$ cat config.mk
export PLATFORM = sky130hd
export DESIGN_NAME = gate_bist_ctrl
export DESIGN_NICKNAME = d
export VERILOG_FILES = /design/src/rtl/gate_bist_pkg.sv /design/src/rtl/gate_bist_misr.sv /design/src/rtl/gate_bist_ctrl.sv
export SDC_FILE = /design/constraint.sdc
export NUM_CORES = 1
export LEC_CHECK = 0
export ABC_AREA = 1
export BUFFER_PORTS_ARGS = -buffer_cell sky130_fd_sc_hd__buf_2
export CORE_MARGIN = 2
export CORE_UTILIZATION = 55
export CTS_CLUSTER_DIAMETER = 30
export DETAILED_ROUTE_END_ITERATION = 10
export PLACE_DENSITY_LB_ADDON = 0.2
export SETUP_SLACK_MARGIN = 0.1
export SLEW_MARGIN = 20
export SYNTH_ARGS = -nofsm -noshare
export SYNTH_HDL_FRONTEND = slang
export SYNTH_HIERARCHICAL = 1
export SYNTH_SLANG_ARGS = --single-unit
$ cat constraint.sdc
create_clock -name clk -period 4.4 [get_ports clk]
set_input_delay 0.66 -clock clk [delete_from_list [all_inputs] [get_ports clk]]
set_output_delay 0.66 -clock clk [all_outputs]
set_load 0.01 [all_outputs]
$ cat src/rtl/gate_bist_pkg.sv
// Shared constants and state encoding for the gate-library BIST controller.
package gate_bist_pkg;

    localparam int N_IN_DEF  = 24;
    localparam int N_OUT_DEF = 10;

    // x^24+x^23+x^22+x^17+1 taps on bits 23,22,21,16; x^10+x^3+1 feedback into bits 0 and 3.
    localparam logic [23:0] LFSR_TAPS = 24'hE10000;
    localparam logic [9:0]  MISR_MASK = 10'h009;

    localparam logic [1:0] ST_IDLE = 2'd0;
    localparam logic [1:0] ST_RUN  = 2'd1;
    localparam logic [1:0] ST_DONE = 2'd2;

    typedef enum logic [1:0] {
        S_IDLE = ST_IDLE,
        S_RUN  = ST_RUN,
        S_DONE = ST_DONE
    } state_e;

endpackage

$ cat src/rtl/gate_bist_misr.sv
// Multiple-input signature register: shift left, fold the MSB back through MASK, xor in data.
module gate_bist_misr
    import gate_bist_pkg::*;
#(
    parameter int               WIDTH = N_OUT_DEF,
    parameter logic [WIDTH-1:0] MASK  = WIDTH'(MISR_MASK)
) (
    input  logic             clk,
    input  logic             rst_n,
    input  logic             load,
    input  logic             enable,
    input  logic [WIDTH-1:0] seed,
    input  logic [WIDTH-1:0] data,
    output logic [WIDTH-1:0] sig
);

    logic [WIDTH-1:0] sig_next;

    // NOTE: combinational outputs get a value on every path, so no latch is inferred.
    always_comb begin
        sig_next = {sig[WIDTH-2:0], 1'b0} ^ (sig[WIDTH-1] ? MASK : '0) ^ data;
    end

    // NOTE: registers use <= so every flop samples pre-edge values regardless of statement order.
    always_ff @(posedge clk) begin
        if (!rst_n) begin
            sig <= '0;
        end else if (load) begin
            sig <= seed;
        end else if (enable) begin
            sig <= sig_next;
        end
    end

endmodule

$ cat src/rtl/gate_bist_ctrl.sv
// BIST wrapper: LFSR pattern source, pattern counter and IDLE/RUN/DONE sequencing around a MISR.
module gate_bist_ctrl
    import gate_bist_pkg::*;
#(
    parameter int              N_IN      = N_IN_DEF,
    parameter int              N_OUT     = N_OUT_DEF,
    parameter int              CNT_W     = 16,
    parameter logic [N_IN-1:0]  LFSR_SEED = 24'h000001,
    parameter logic [N_OUT-1:0] MISR_SEED = 10'h000
) (
    input  logic              clk,
    input  logic              rst_n,
    input  logic              start,
    input  logic [CNT_W-1:0]  num_patterns,
    input  logic [N_OUT-1:0]  golden,
    output logic [N_IN-1:0]   pat_out,
    input  logic [N_OUT-1:0]  resp_in,
    output logic              busy,
    output logic              done,
    output logic              pass,
    output logic [N_OUT-1:0]  signature,
    output logic [CNT_W-1:0]  pat_idx
);

    localparam logic [N_IN-1:0]  TAPS = N_IN'(LFSR_TAPS);
    localparam logic [CNT_W-1:0] ONE  = CNT_W'(1);

    state_e            state;
    logic [N_IN-1:0]   lfsr;
    logic [CNT_W-1:0]  idx;
    logic [CNT_W-1:0]  last_idx;
    logic              accept;

    assign accept = start && (state != S_RUN);

    // The LFSR and counter freeze on the final pattern so DONE still shows it.
    always_ff @(posedge clk) begin
        if (!rst_n) begin
            state    <= S_IDLE;
            lfsr     <= '0;
            idx      <= '0;
            last_idx <= '0;
        end else if (accept) begin
            lfsr     <= LFSR_SEED;
            idx      <= '0;
            last_idx <= num_patterns - ONE;
            state    <= (num_patterns == '0) ? S_DONE : S_RUN;
        end else if (state == S_RUN) begin
            if (idx == last_idx) begin
                state <= S_DONE;
            end else begin
                lfsr <= {lfsr[N_IN-2:0], ^(lfsr & TAPS)};
                idx  <= idx + ONE;
            end
        end
    end

    gate_bist_misr #(
        .WIDTH (N_OUT),
        .MASK  (N_OUT'(MISR_MASK))
    ) u_misr (
        .clk    (clk),
        .rst_n  (rst_n),
        .load   (accept),
        .enable (state == S_RUN),
        .seed   (MISR_SEED),
        .data   (resp_in),
        .sig    (signature)
    );

    assign pat_out = lfsr;
    assign pat_idx = idx;
    assign busy    = (state == S_RUN);
    assign done    = (state == S_DONE);
    assign pass    = done && (signature == golden);

endmodule
==> After elaboration in Yosys (flattened, before gate mapping) <==
Index checks and enable logic that the tools add are counted.
{ "totals": {"ff_bits": 68, "latchBits": 0, "ram_bits": 0, "mem_bits_ro": 0, "inputBits": 39, "out_inout_bits": 53, "word_cells": 36, "mem_count": 0} }
{ "classes": {"addsub": 2, "multipliers": 0, "n_div": 0, "order_cmp": 0, "eq_ne": 6, "shift": 0, "mux": 8, "n_bitwise": 4, "n_reduce_logical": 10} }
{ "op_table": {"columns": ["operator", "n"], "rows": [
  ["24-bit parity", 1],
  ["10-bit XOR", 2],
  ["16-bit by 1-bit adder with 16-bit output, second input constant", 1],
  ["16-bit == test", 1],
  ["16-bit zero test", 1],
  ["16-bit by 1-bit subtractor with 16-bit output, second input constant", 1],
  ["10-bit == test", 1],
  ["2-bit two-way mux", 4],
  ["2-bit AND reduction", 3],
  ["4-bit two-way mux", 1],
  ["2-bit nonzero test", 2],
  ["1-bit two-way mux", 3],
  ["2-bit by 1-bit == test with 1-bit output, second input constant", 1],
  ["2-bit == test, second input constant", 1],
  ["1-bit logical AND", 2],
  ["2-bit by 1-bit inequality test with 1-bit output, second input constant", 1],
  ["2-bit inequality test, second input constant", 1],
  ["1-bit inverter", 2],
  ["2-bit OR reduction", 1]
]} }

==> Logic depth before layout (Yosys ltp) <==
Gate-level depths: netlist of the first run.
{ "depth": {"ltp_word": 4, "ltp_mapped": 12, "depth_no_buf": 11} }

==> Cells and area by module <==
The synthesis of the first run kept the hierarchy.
{ "by_module_without_submodules": {"columns": ["mod", "instances", "cells_per_inst", "area_per_inst_um2", "seq_area_each_um2"], "rows": [
  ["gate_bist_ctrl", 1, 494, 3286.9, 1161.1],
  ["gate_bist_misr", 1, 62, 503.0, 200.2]
]} }

==> Worst setup path before layout of the first run <==
Ideal clock, no wire load.
{ "synth_timing": {"path_type": "input to output", "start": "input golden[2]", "end": "output pass", "arrival_time_ps": 1288, "required_time_ps": 3740, "path_slack_ps": 2452, "path_stages": 5, "path_buffers": 0, "path_cell_list": "inv_1 -> a22o_1 -> nor4_1 -> nand3_1 -> nor2_1"} }
{ "synth_via": {"elab_chain_len": 2} }
{ "synth_rtl": {"columns": ["element", "line_no", "rtl"], "rows": [
  ["from (decl)", "gate_bist_ctrl.sv:15", "input logic [N_OUT-1:0] golden,"],
  ["10-bit == test", "gate_bist_ctrl.sv:75", "assign pass = done && (signature == golden);"],
  ["1-bit logical AND", "gate_bist_ctrl.sv:75", null],
  ["to (decl)", "gate_bist_ctrl.sv:20", "output logic pass,"]
]} }
Every way passes these cells.

==> Final worst setup path of the first run <==
{ "layout_timing": {"start": "register state[0]", "end": "output busy"} }
{ "layout_via": {"elab_chain_len": 1} }
{ "layout_rtl": {"columns": ["element", "line_no", "rtl"], "rows": [
  ["from (decl)", "gate_bist_ctrl.sv:28", "state_e state;"],
  ["from (signal assigned)", "gate_bist_ctrl.sv:47", "state <= (num_patterns == '0) ? S_DONE : S_RUN;"],
  ["2-bit by 1-bit == test with 1-bit output", "gate_bist_ctrl.sv:73", "assign busy = (state == S_RUN);"],
  ["to (decl)", "gate_bist_ctrl.sv:18", "output logic busy,"]
]} }
Every way passes these cells.

==> results of run 1 <==
## layout by cell type (no fill, tap or decap), types with 2 or more instances in the layout
cell / n
a21oi_2: 10
buf_2: 91
xnor2_1: 7
xor2_1: 24
o21ai_0: 24
nand3_1: 63
a21oi_1: 54
ha_1: 2
nand4_1: 4
a22oi_1: 10
clkinv_2: 2
nor2_2: 2
clkbuf_8: 9
dfxtp_1: 68
nor2_4: 2
nor4_1: 3
nor2_1: 38
clkinv_4: 3
inv_1: 55
nand2_4: 2
inv_2: 10
nand2_1: 126
nor3_1: 8
nand2_2: 10
conb_1: 10
nand3b_1: 2
a31oi_1: 4
## power by group through the flow
stage,Clock [uW],Combinational [uW],Sequential [uW]
finish,517,206,666
global route,553,235,670
CTS,528,206,666
detailed placement,0,205,680
global placement,0,201,679
floorplan,0,151,677
## cells by family after synthesis
kind of cell / count (synthesis)
flip-flops: 68
other: 1
adder cells (fa/ha/maj): 2
buffers and inverters: 87
XOR/XNOR: 31
AO/OA/AOI/OAI: 107
AND/OR/NAND/NOR: 260
## sequential cells by signal (all words and copies together), names as in the netlist
register and flops:
state 2, last_idx 16, pat_out 24, pat_idx 16, u_misr/sig 10
## layout make-up
cell class,count,area (um2),area share [%]
Multi-Input combinational cell,410,2100,47.0
Sequential cell,68,1360,30.4
Timing Repair Buffer,92,463,10.4
Inverter,66,248,5.54
Clock buffer,9,124,2.77
Tap cell,80,100,2.24
Clock inverter,7,75.1,1.68
## path summary, 6_finish.rpt
kind,start,to,slack [ps],cells past startpoint
setup / recovery,state[0]$_SDFFE_PN0P_,busy,1910,4
hold reg to reg,pat_out[1]$_SDFFE_PP0P_,pat_out[1]$_SDFFE_PP0P_,470,2
hold / removal,pat_out[1]$_SDFFE_PP0P_,pat_out[1]$_SDFFE_PP0P_,470,2
setup reg to reg,state[0]$_SDFFE_PN0P_,u_misr/sig[6]$_SDFFE_PN0P_,1970,6
## critical path: stages (launching register included)
cell,delay (ps)
dfxtp_1,350
inv_1,90
nor2_4,440
buf_4,390
buf_2,190
## metrics by stage
stage / worst slack, ps / cell area [um2] / hold WS [ps] / instances / power, uW
floorplan: 2450 / 3820 / 444 / 565 / 827
global placement: 1800 / 4270 / 462 / 716 / 880
detailed placement: 1790 / 4270 / 463 / 716 / 885
CTS: 1900 / 4470 / 475 / 732 / 1400
global route: 1600 / 4470 / 493 / 732 / 1460
finish: 1910 / 4470 / 475 / 732 / 1390
## layer usage
metal | part of all wire (%) | track usage (%) | wire length [um]
met1 | 43 | 30.5 | 3980
met3 | 5.3 | 5.97 | 491
met2 | 50 | 44.8 | 4640
met5 | 0 | 0 | 0
met4 | 0.86 | 7.10 | 79
==> flow_summary.yaml, run 1 <==
critical_path:
  cp_max_fo: 27
  crit_arrival_ps: 1830
  endpoint_kind: "primary output"
  path_class: "reg2out"
  critPathRequiredTime_ps: 3740
  cp-start-kind: "register"
clocking:
  clock-sinks: 68
  clock_path_buffers: 2
  holdBufCountCts: 0
  cts.repair.resized: 0
  cts_tree: "built"
  clk_pin_slew_ps: 70
  cts.htree.levels: 3
  cts_root_buf: "clkbuf_8"
  numCtsBuffers: 9
  clk_latency_ps: 360
  cts_setup_buffers: 0
yosys:
  syn_avg_cell_area_um2: 6.82
  synth_top_family_by_area: "simple AND/OR/NAND/NOR gates"
  syn_inst: 556
  seq_area_frac_synth_pct: 35.9
  async_flop_share_pct: 0
  synth-adder-area-share_pct: 0.660
  synth.most_common_cell: "nand2_1"
  synth_xor_xnor_area_share_pct: 7.16
  synth_flop_cell: "dfxtp_1"
  ys_ff_latch: 68
  synth_top_area_share_pct: 35.9
  yosys.area.top_type: "dfxtp_1"
  synth_edf_count: 0
  syn_area_um2: 3790
  yosys.area_share.simple_pct: 30.2
  synth_area_leaders: "dfxtp_1, nand2_1, nand3_1"
  netlist_top_cells_count: "nand2_1, dfxtp_1, nand3_1"
  synth.distinct_cells: 35
  synth-compound-area-share_pct: 16.3
  synthMuxAreaShare_pct: 0
  yosysWarnings: 6
pwr:
  clkPwrFrac_pct: 37.2
  sw_frac_of_total_pct: 29.6
  leakage_uw: 0.00196
  p_switching_uw: 411
  p_seq_share_pct: 48.0
  p_int_uw: 978
  peakVddDrop_mv: 0.229
  power.density_nw_per_um2: 311
  comb_power_share_pct: 14.8
timing:
  max_freq_mhz: 401
  tightest_slew_ps: 896
  rsz0062_at_grt: "false"
  period_minus_slack_ps: 2490
  hold_violations: 0
  drv_slew: 0
  setup_tns_ps: 0
  fin_skew_ps: 13.2
  relSlewSlack_pct: 40.2
  setup_viol: 0
  finalCritPeriodShare_pct: 56.6
drt:
  post-route-drc-count: 0
  vias: 3885
  wl_per_cell_um: 12.6
  viasPerCell: 5.31
  dr.first_iter.drc_count: 214
  wirelength_mm: 9.20
  dr.pass1.iters: 5
  ant_nets: 0
floorplan:
  initial_utilization_pct: 56.4
  die_y_um: 87.0
  rows: 30
  core-area_um2: 6720
  ios: 92
  die_area_um2: 7570
  dieWidth_um: 87.0
global_routing:
  grt_pass1_wl_mm: 15.4
  antenna_found_initial: 0
  overflow: 0
  grt_pass1_vias: 3572
  grt_usage_pct: 25.3
  grt_max_degree: 44
layout:
  area_delta_synth_final_pct: 18.0
  nFillCells: 635
  drive_above_1_share_pct: 22.2
  n_antenna_cell: 0
  postLayoutCoreUtil_pct: 66.6
  nets: 688
min_path:
  hold_path_class: "reg2reg"
outcome:
  status: "finished, final reports clean"
placed_design:
  hpwl_mm: 6.67
  place.gp.congestion: 0.965
  io_buffers: 91
flow_run:
  drv_cap: 0
(Power assumes the default switching activity.)
==> inputs of run 2 (changes only) <==
--- a/config.mk
+++ b/config.mk
@@ -8,7 +8,7 @@
 export ABC_AREA = 1
 export BUFFER_PORTS_ARGS = -buffer_cell sky130_fd_sc_hd__buf_2
 export CORE_MARGIN = 2
-export CORE_UTILIZATION = 55
+export CORE_UTILIZATION = 54
 export CTS_CLUSTER_DIAMETER = 30
 export DETAILED_ROUTE_END_ITERATION = 10
 export PLACE_DENSITY_LB_ADDON = 0.2
==> constraint.sdc (replaced) <==
create_clock -name clk -period 2.6 [get_ports clk]
set_input_delay 0.39 -clock clk [delete_from_list [all_inputs] [get_ports clk]]
set_output_delay 0.39 -clock clk [all_outputs]
set_load 0.01 [all_outputs]
==> run 2 against run 1 <==
Power up 71%. Cell count up 2.7%. Global-route usage up 1.2 points. Critical path type unchanged.
==> flow_summary.yaml, run 2 (synthesis results as in run 1) <==
outcome:
  status: "finished, final reports clean"
drt:
  wirelength_mm: 9.75
  ant_nets: 0
  vias: 3894
  dr.first_iter.drc_count: 193
  viasPerCell: 5.18
  post-route-drc-count: 0
  dr.pass1.iters: 5
  wl_per_cell_um: 13.0
floorplan:
  rows: 30
  core-area_um2: 6790
  die_area_um2: 7700
  die_y_um: 87.8
  ios: 92
  dieWidth_um: 87.8
  initial_utilization_pct: 55.8
timing:
  tightest_slew_ps: 583
  setup_viol: 0
  fin_skew_ps: 12.9
  rsz0062_at_grt: "false"
  max_freq_mhz: 455
  hold_violations: 0
  setup_tns_ps: 0
  fin_hold_ws_ps: 319
  drv_slew: 0
  period_minus_slack_ps: 2200
  relSlewSlack_pct: 61.1
  finalCritPeriodShare_pct: 84.6
global_routing:
  overflow: 0
  antenna_found_initial: 0
  grt_usage_pct: 26.5
  grt_pass1_vias: 3627
  grt_pass1_wl_mm: 16.4
  grt_max_degree: 39
layout:
  area_delta_synth_final_pct: 19.6
  drive_above_1_share_pct: 22.7
  fin_cells: 752
  nFillCells: 639
  largest_register_ffs: 24
  final_area_um2: 4530
  nets: 692
  n_antenna_cell: 0
  final_common_cell: "nand2_1"
  final_cell_mix: "nand2_1, buf_2, dfxtp_1"
critical_path:
  cp_max_fo: 3
  critPathRequiredTime_ps: 2210
  path_class: "reg2out"
  crit_arrival_ps: 1810
  endpoint_kind: "primary output"
  cp-start-kind: "register"
clocking:
  cts_root_buf: "clkbuf_8"
  cts_setup_buffers: 0
  clk_pin_slew_ps: 80
  clock-sinks: 68
  cts.repair.resized: 0
  clock_path_buffers: 2
  numCtsBuffers: 9
  cts_tree: "built"
  cts.htree.levels: 3
  clk_latency_ps: 360
  holdBufCountCts: 0
pwr:
  power_uw: 2370
  power.density_nw_per_um2: 524
  peakVddDrop_mv: 0.445
  leakage_uw: 0.00199
min_path:
  hold_path_class: "in2reg"
placed_design:
  dp_cells: 736
  hpwl_mm: 7.15
  io_buffers: 91
  place.gp.congestion: 0.887
  place_area_um2: 4340
flow_run:
  drv_cap: 0
## run 2: cell types whose count changed in the layout (fill, tap and decap cells not counted), sizes merged
cell,change
buf,+4
clkinv,-1
inv,+1
## run 2: path summary, 6_finish.rpt
kind                                                   end  slack, ps                     start  cells after the start
worst max-delay path                                  pass        400     state[1]$_SDFFE_PN0P_                      7
worst min-delay path             last_idx[10]$_SDFFE_PN0P_        320          num_patterns[10]                      3
worst max register to register  u_misr/sig[2]$_SDFFE_PN0P_        450     state[0]$_SDFFE_PN0P_                      6
worst min register to register    last_idx[0]$_SDFFE_PN0P_        480  last_idx[0]$_SDFFE_PN0P_                      2
## run 2: power by group
part | leakage [uW] | internal [uW] | switching, uW
combinational | 0.00133 | 133 | 231
clock | 0.000104 | 449 | 433
sequential | 0.000554 | 1080 | 45.6
## run 2: area by class of cell
type                    count  area [um2]  share of cell area, %
clock inverters             7        75.1                   1.66
inverters                  66         248                   5.46
clock buffers               9         124                   2.73
flip-flops and latches     68        1360                   30.0
repair buffers             96         505                   11.1
well taps                  96         120                   2.65
multi-input cells         410        2100                   46.3
## run 2: metrics by stage
step           setup slack [ps]  util (%)
6_report                    400      66.7
5_1_grt                     197      66.7
4_1_cts                     389      66.7
3_5_place_dp                486      63.8
3_3_place_gp                586      63.8
2_1_floorplan               904         -
## run 2: routing by layer
| layer | wire length [um] | vias to the layer above | global-route usage [%] |
|---|---|---|---|
| met5 | 0 | - | 0 |
| met4 | 192 | 0 | 7.97 |
| met3 | 525 | 16 | 5.75 |
| met2 | 4810 | 134 | 44.0 |
| met1 | 4220 | 1749 | 34.6 |
| li1 | - | 1995 | - |
## run 2: critical path, stage by stage (launching register included)
cell and delay, ps:
dfxtp_1 410, inv_1 70, nor2_1 190, o21ai_0 130
nor4_1 310, nand3_1 120, nor2_1 90, buf_2 130
==> inputs of run 3 (changes only) <==
--- a/config.mk
+++ b/config.mk
@@ -8,7 +8,7 @@
 export ABC_AREA = 1
 export BUFFER_PORTS_ARGS = -buffer_cell sky130_fd_sc_hd__buf_2
 export CORE_MARGIN = 2
-export CORE_UTILIZATION = 54
+export CORE_UTILIZATION = 49
 export CTS_CLUSTER_DIAMETER = 30
 export DETAILED_ROUTE_END_ITERATION = 10
 export PLACE_DENSITY_LB_ADDON = 0.2
==> constraint.sdc (replaced) <==
create_clock -name clk -period 1.96 [get_ports clk]
set_input_delay 0.294 -clock clk [delete_from_list [all_inputs] [get_ports clk]]
set_output_delay 0.294 -clock clk [all_outputs]
set_load 0.01 [all_outputs]
==> run 3 against run 2 <==
Die area rose by 9.7%. Via count up 0.69%. Worst setup slack got worse by 250 ps. Highest routed layer unchanged. Utilization fell by 4.4 points. Routed wire length up 0.99%. Count of clock-buffer cells in the layout did not move. Flip-flop and latch count stayed put.
==> flow_summary.yaml, run 3 (synthesis results as in run 1) <==
outcome:
  status: "finished, final reports clean"
global_routing:
  grt_pass1_wl_mm: 17.1
  antenna_found_initial: 0
  overflow: 0
  grt_max_degree: 40
  grt_pass1_vias: 3695
  grt_usage_pct: 24.6
timing:
  fin_hold_ws_ps: 224
  rsz0062_at_grt: "true"
  setup_tns_ps: 0
  hold_violations: 0
  period_minus_slack_ps: 1810
  max_freq_mhz: 553
  relSlewSlack_pct: 49.5
  finalCritPeriodShare_pct: 92.3
  drv_slew: 0
  fin_skew_ps: 10.6
  setup_viol: 0
  tightest_slew_ps: 756
critical_path:
  critPathRequiredTime_ps: 1670
  slowest_stage: "dfxtp_4"
  crit_arrival_ps: 1510
  path_cells: "inv_4 -> nor2_4 -> o21ai_2 -> nor4_2 -> nand3_1 -> nor2_1 -> buf_2"
  endpoint_kind: "primary output"
  max_stage_delay_ps: 370
  worstReg2RegEnd: "pat_out[7]$_SDFFE_PP0P_"
  reg2reg_from: "pat_idx[4]$_SDFFE_PP0P_"
  cp_max_fo: 3
  r2r_slack_ps: 330
  crit_end: "pass"
  crit_start: "state[1]$_SDFFE_PN0P_"
  worstRegToRegCells: 11
  path_class: "reg2out"
  cp-start-kind: "register"
clocking:
  cts.htree.levels: 3
  cts_tree: "built"
  clk_latency_ps: 350
  clock_path_buffers: 2
  holdBufCountCts: 0
  cts_root_buf: "clkbuf_8"
  clk_pin_slew_ps: 80
  clock-sinks: 68
  numCtsBuffers: 9
floorplan:
  die_y_um: 91.9
  dieWidth_um: 91.9
  core-area_um2: 7610
  initial_utilization_pct: 49.8
  ios: 92
  rows: 32
  die_area_um2: 8450
min_path:
  hold_path_class: "in2reg"
  min_from: "resp_in[6]"
layout:
  drive_above_1_share_pct: 27.3
  area_delta_synth_final_pct: 25.1
  n_antenna_cell: 0
  final_common_cell: "nand2_1"
  largest_register_ffs: 24
  nFillCells: 734
  nets: 706
  final_cell_mix: "nand2_1, buf_2, nand3_1"
placed_design:
  io_buffers: 91
  hpwl_mm: 7.18
  place.gp.congestion: 0.904
drt:
  wirelength_mm: 9.84
  wl_met1_mm: 4.51
  viasPerCell: 5.08
  vias: 3921
  wl_met3_um: 352
  ant_nets: 0
  wl_per_cell_um: 12.7
  dr.pass1.iters: 4
  dr.first_iter.drc_count: 230
  post-route-drc-count: 0
  top_layer: "met4"
  dr_wl_met2_mm: 4.76
pwr:
  peakVddDrop_mv: 0.307
  power.density_nw_per_um2: 703
  leakage_uw: 0.00209
flow_run:
  drv_cap: 0
[run 3: cell count changes in the layout (fill, tap and decap cells not counted), sizes merged]
cell / delta
bufinv: +1
clkinv: -3
inv: -1
buf: +14
clkinvlp: +3
[run 3: cell type report]
| type | instances | area [um2] | share of cell area (%) |
|---|---|---|---|
| Clock buffer | 9 | 124 | 2.61 |
| Clock inverter | 7 | 100 | 2.11 |
| Inverter | 66 | 250 | 5.28 |
| Multi-Input combinational cell | 410 | 2130 | 45.0 |
| Sequential cell | 68 | 1380 | 29.2 |
| Tap cell | 102 | 128 | 2.69 |
| Timing Repair Buffer | 110 | 623 | 13.1 |
[run 3: power by group]
part | switching [uW] | internal, uW | total, uW
combinational | 314 | 207 | 521
clock | 598 | 722 | 1320
sequential | 55.9 | 1440 | 1490
total | 968 | 2370 | 3330
[run 3: through the flow]
step,setup slack [ps],instances,instance area [um2],utilization (%),power (uW)
final,151,772,4740,62.3,3330
after detailed placement,154,751,4420,58.1,2020
after CTS,104,767,4650,61.2,3320
after floorplan,264,565,3820,-,1860
after global routing,26.4,772,4740,62.3,3510
after global placement,126,751,4420,58.1,2010
[run 3: critical path: cells and delay by family, from the launching register on]
family,cells,cell delay [ps]
AOI/OAI and AO/OA,1,70
and+or+nand+nor,4,550
DFF,1,370
buffers and inverters,2,170
[run 3: layer usage]
layer  up-vias  track usage (%)
met5         -                0
met4         0             7.96
met3        18             5.59
met2        90             40.6
met1      1784             31.9
li1       2029                -
[run 3: how the worst min path moves through the flow]
stage	endpoint	slack, ps	cells after the start
after detailed placement	last_idx[0]$_SDFFE_PN0P_	470	2
after global placement	last_idx[0]$_SDFFE_PN0P_	460	2
after global routing	u_misr/sig[6]$_SDFFE_PN0P_	220	4
final	u_misr/sig[6]$_SDFFE_PN0P_	220	4
after CTS	last_idx[10]$_SDFFE_PN0P_	210	3
after floorplan	last_idx[10]$_SDFFE_PN0P_	430	2
[run 3: what timing repair did]
item / CTS / global route
resized for setup: 4 / 23
endpoints found under the setup margin: 1 / 41
pin swaps: 1 / 5
setup buffers: 0 / 5
